==> src/rtl/score_digit_scan.sv <==
// Four-digit BCD score counter with saturation and a time-multiplexed
// seven-segment digit scanner (registered digit/anode outputs).

module score_digit_cell (
  input  logic       clk,
  input  logic       rst_n,
  input  logic       clr,
  input  logic       en,
  output logic [3:0] q
);
  always_ff @(posedge clk) begin
    if (!rst_n)   q <= 4'd0;
    else if (clr) q <= 4'd0;
    else if (en)  q <= (q == 4'd9) ? 4'd0 : q + 4'd1;
  end
endmodule

module score_digit_scan #(
  parameter int SCAN_DIV      = 1000,
  parameter bit BLANK_LEADING = 1'b1
) (
  input  logic        clk,
  input  logic        rst_n,
  input  logic        inc,
  input  logic        clr,
  output logic [15:0] score_bcd,
  output logic        sat,
  output logic [3:0]  digit,
  output logic [3:0]  an_n
);
  localparam int NUM_DIGITS = 4;
  localparam int PW = (SCAN_DIV > 1) ? $clog2(SCAN_DIV) : 1;
  localparam logic [PW-1:0] PRE_MAX = PW'(SCAN_DIV - 1);

  logic [NUM_DIGITS-1:0][3:0] nib;
  logic [NUM_DIGITS-1:0]      carry;
  logic                       full;

  assign full      = (nib == 16'h9999);
  assign score_bcd = nib;

  // Increment enable ripples up as a decimal carry; frozen once at 9999.
  assign carry[0] = inc & ~full;

  genvar g;
  generate
    for (g = 0; g < NUM_DIGITS; g++) begin : g_dig
      score_digit_cell u_cell (
        .clk   (clk),
        .rst_n (rst_n),
        .clr   (clr),
        .en    (carry[g]),
        .q     (nib[g])
      );
      if (g < NUM_DIGITS - 1) begin : g_carry
        assign carry[g+1] = carry[g] & (nib[g] == 4'd9);
      end
    end
  endgenerate

  always_ff @(posedge clk) begin
    if (!rst_n)          sat <= 1'b0;
    else if (clr)        sat <= 1'b0;
    else if (inc & full) sat <= 1'b1;
  end

  // Scan timing: free-running, independent of score activity.
  logic [PW-1:0] pre;
  logic [1:0]    slot;

  always_ff @(posedge clk) begin
    if (!rst_n) begin
      pre  <= '0;
      slot <= 2'd0;
    end else if (pre == PRE_MAX) begin
      pre  <= '0;
      slot <= slot + 2'd1;
    end else begin
      pre  <= pre + 1'b1;
    end
  end

  // lz[k]: nibbles k..3 are all zero, so slot k is a leading zero.
  logic [NUM_DIGITS-1:1] lz;
  assign lz[3] = (nib[3] == 4'd0);
  generate
    for (g = 1; g < NUM_DIGITS - 1; g++) begin : g_lz
      assign lz[g] = (nib[g] == 4'd0) & lz[g+1];
    end
  endgenerate

  logic [3:0] digit_nxt;
  logic [3:0] an_nxt;
  logic       blank;

  always_comb begin
    blank     = 1'b0;
    if (BLANK_LEADING && slot != 2'd0) blank = lz[slot];
    digit_nxt = nib[slot];
    an_nxt    = ~(4'b0001 << slot);
    if (blank) begin
      digit_nxt = 4'd0;
      an_nxt    = 4'b1111;
    end
  end

  always_ff @(posedge clk) begin
    if (!rst_n) begin
      digit <= 4'd0;
      an_n  <= 4'b1110;
    end else begin
      digit <= digit_nxt;
      an_n  <= an_nxt;
    end
  end
endmodule

==> config.mk <==
export PLATFORM = sky130hd
export DESIGN_NAME = score_digit_scan
export DESIGN_NICKNAME = d
export VERILOG_FILES = /design/src/rtl/score_digit_scan.sv
export SDC_FILE = /design/constraint.sdc
export NUM_CORES = 1
export LEC_CHECK = 0
export ABC_AREA = 1
export CORE_UTILIZATION = 60
export CTS_BUF_LIST = sky130_fd_sc_hd__clkbuf_8
export CTS_CLUSTER_DIAMETER = 200
export DETAILED_ROUTE_END_ITERATION = 7
export HOLD_SLACK_MARGIN = 0.08
export PLACE_DENSITY_LB_ADDON = 0.2
export SYNTH_ARGS = -nofsm -noshare
export SYNTH_HDL_FRONTEND = slang
export SYNTH_HIERARCHICAL = 1
export SYNTH_SLANG_ARGS = --single-unit
==> constraint.sdc <==
create_clock -name clk -period 3.2 [get_ports clk]
set_clock_uncertainty 0.2 [all_clocks]
set_input_delay 0.8 -clock clk [delete_from_list [all_inputs] [get_ports clk]]
set_output_delay 0.8 -clock clk [all_outputs]
set_load 0.005 [all_outputs]
==> flow_metrics.env <==
export IMPL_route_layer_met1_wl_microns=1760
export IMPL_r2r_start="g_dig[0].u_cell/q[1]"
export IMPL_grt_max_degree=13
export IMPL_power_switching_mw=0.1774
export IMPL_maxCapViolCount=0
export IMPL_fmax_mhz=424.2
export IMPL_rows=19
export IMPL_setup_violations=0
export IMPL_switching_share_pct=20.11
export IMPL_hp_class="reg2reg"
export IMPL_slew_headroom_pct=69.13
export IMPL_worstPathRequired_ps=3180
export IMPL_tightest_slew_ps=461.6
export IMPL_dieArea_sq_mm=0.003371
export IMPL_cts_tree="yes"
export IMPL_final_common_cell="nor2_1"
export IMPL_fillCellCount=212
export IMPL_firstDrtPassIters=8
export IMPL_die_height_microns=58.06
export IMPL_hold_end="pre[0]"
export IMPL_final_cell_mix="nor2_1 (53), nand2_1 (43), inv_1 (42), dfxtp_1 (37), clkdlybuf4s50_1 (28)"
export IMPL_clk_pin_slew_ps=70
export IMPL_syn_nets=275
export IMPL_power_density_mw_per_mm2=385.3
export IMPL_clkPwrFrac_pct=43.1
export IMPL_ff_latch_area_sq_um=740.7
export IMPL_grt_overflow=0
export IMPL_cts_made_buffers=5
export IMPL_rsz0062_at_grt="false"
export IMPL_antenna_found_initial=0
export IMPL_first_global_vias=1552
export IMPL_top_layer_used="met4"
export IMPL_drv_slew=0
export IMPL_post_cts_buffers=0
export IMPL_place_hpwl_microns=2697
export IMPL_yosysSeqAreaShare_pct=39.28
export IMPL_syn_cell_area_sq_mm=0.001886
export IMPL_wl_met2_microns=1807
export IMPL_grt_total_usage_pct=25.74
export IMPL_via_count=1747
export IMPL_synth_area_leader_cell="dfxtp_1"
export IMPL_failed_checks="DRC"
export IMPL_cp_end_kind="register"
export IMPL_clock_sinks=37
export IMPL_setup_tns_final_ps=0
export IMPL_coreArea_sq_mm=0.002877
export IMPL_postRouteAntennaNets=0
export IMPL_synth_area_leaders="dfxtp_1 (39%), nor2_1 (11%), nand2_1 (8.6%)"
export IMPL_crit_fanout=4
export IMPL_postCtsHoldBufs=0
export IMPL_insertedDiodeCount=0
export IMPL_place_gp_congestion=0.8154
export IMPL_startpoint_type="input pin"
export IMPL_crit_arrival_ps=2340
export IMPL_r2r_cells=11
export IMPL_multi_input_area_sq_um=932.1
export IMPL_cts_root_buffer="clkbuf_8"
export IMPL_cts_max_level=2
export IMPL_r2r_slack_ps=1180
export IMPL_ir_drop_v=0.0003046
export IMPL_synth_cells=266
export IMPL_synthToLayoutAreaGrowth_pct=21.37
export IMPL_synthXorXnorAreaFrac_pct=1.858
export IMPL_worstSetupPathType="in2reg"
export IMPL_postSynthAreaPerCell_sq_um=7.089
export IMPL_p_int_mw=0.7044
export IMPL_pwr_share_seq_pct=53.1
export IMPL_clk_latency_ps=290
export IMPL_synthMuxAreaShare_pct=0
export IMPL_synth_top_area_share_pct=39.28
export IMPL_synthAdderAreaFrac_pct=3.318
export IMPL_die_w_microns=58.06
export IMPL_reg2reg_to="g_dig[2].u_cell/q[3]"
export IMPL_holdPathStages=1
export IMPL_post_route_period_util_pct=73.66
export IMPL_p_leak_nw=0.9541
export IMPL_vias_per_cell=5.138
export IMPL_floorplan_initialDensity_pct=65.55
export IMPL_yosys_warnings=6
export IMPL_yosys_area_share_simple_pct=35.24
export IMPL_status="complete, but fails checks"
export IMPL_drcViolationCount=1
export IMPL_synth_top_family_by_area="simple AND/OR/NAND/NOR gates"
export IMPL_cts_max_path_buffers=2
export IMPL_drtIter0Drc=70
export IMPL_min_from="pre[0]"
export IMPL_drt_wl_total_microns=3907
export IMPL_io_buffers=28
export IMPL_ys_ff_latch=37
export IMPL_period_needed_ps=2357
export IMPL_grt_pass1_wl_microns=6637
export IMPL_wl_met3_microns=202
export IMPL_ys_types=27
export IMPL_synth_compound_area_share_pct=9.025
export IMPL_wl_per_cell_microns=11.49
export IMPL_share_comb_of_total_power_pct=3.8
export IMPL_layout_drive_gt1_share_pct=12.42
export IMPL_num_nets_final=307
export IMPL_hold_viol=0
export IMPL_whs_ps=258.9
export IMPL_ios=29
export IMPL_cts_repair_resized=0
## through the flow
stage          instance area [sq um]  utilization [%]  cells  setup WS [ps]  power (mW)
2_1_floorplan                   1886                -    266           1315      0.4999
4_1_cts                         2288            79.56    340          847.7      0.8897
3_3_place_gp                    2185            75.95    333          675.7      0.5106
6_report                        2288            79.56    340          842.8      0.8818
5_1_grt                         2288            79.56    340          720.3      0.9077
3_5_place_dp                    2185            75.95    333          575.7      0.5117
## worst max-delay path by stage
stage | start | end | slack [ps] | cells past startpoint
2_1_floorplan | inc | g_dig[2].u_cell/q[3] | 1310 | 8
3_3_place_gp | inc | g_dig[2].u_cell/q[3] | 680 | 9
3_5_place_dp | inc | g_dig[2].u_cell/q[3] | 580 | 9
4_1_cts | inc | g_dig[2].u_cell/q[3] | 850 | 9
5_1_grt | inc | g_dig[2].u_cell/q[3] | 720 | 9
6_report | inc | g_dig[2].u_cell/q[3] | 840 | 9
## synth_stat cells
| library cell | instances |
|---|---|
| nor2_1 | 53 |
| nand2_1 | 43 |
| inv_1 | 42 |
| dfxtp_1 | 37 |
| nand3_1 | 17 |
| o21ai_0 | 17 |
| nand2_2 | 6 |
| nand4_1 | 6 |
| ha_1 | 5 |
| a21oi_2 | 4 |
| inv_2 | 4 |
| nor2_4 | 4 |
| nor3_2 | 4 |
| a21oi_1 | 3 |
| buf_6 | 3 |
| o22ai_1 | 3 |
| xor2_1 | 3 |
| nor2_2 | 2 |
| or2_2 | 2 |
| a21boi_1 | 1 |
| inv_4 | 1 |
| nand3_2 | 1 |
| nand4_2 | 1 |
| nor3_1 | 1 |
| nor4_1 | 1 |
| o21ai_2 | 1 |
| xnor2_1 | 1 |
## area by class of cell
type                       instances  area share, %
sequential                        37          32.37
multi-input combinational        179          40.73
inverter                          47          7.819
clock buffer                       5          3.007
clock inverter                     2          1.531
tap                               42          2.296
timing repair buffer              28          12.25
## layer usage
metal  vias up  GRT usage (%)
met5         -              0
met4         0          12.93
met3        18          4.464
met2        60          43.19
met1       772          31.71
li1        897              -
## state kept, by name (all words and copies together) (netlist names)
signal,flops
slot,2
sat,1
digit,4
pre,10
an_n,4
g_dig.u_cell/q,16
## power by group through the flow
stage                     Clock [mW]  Combinational (mW)  Sequential (mW)
final                          0.380              0.0336            0.468
after global routing           0.401              0.0385            0.469
after CTS                      0.388              0.0333            0.468
after detailed placement           0              0.0327            0.479
after global placement             0              0.0319            0.479
after floorplan                    0              0.0217            0.478
## logic make-up after synthesis
family / count (synthesis)
AOI/OAI and AO/OA: 29
xor gates and xnor gates: 4
adders and majority gates: 5
buffers and inverters: 50
DFF: 37
and+or+nand+nor: 141
## worst max-delay path, stage by stage
cell,delay (ps)
clkdlybuf4s50_1,530
a21boi_1,360
nand2_1,100
inv_1,110
nand2_2,90
nor2_4,140
nand3_1,80
nand2_1,70
nor2_1,30
Note: power is estimated with default switching activity, not from simulation.
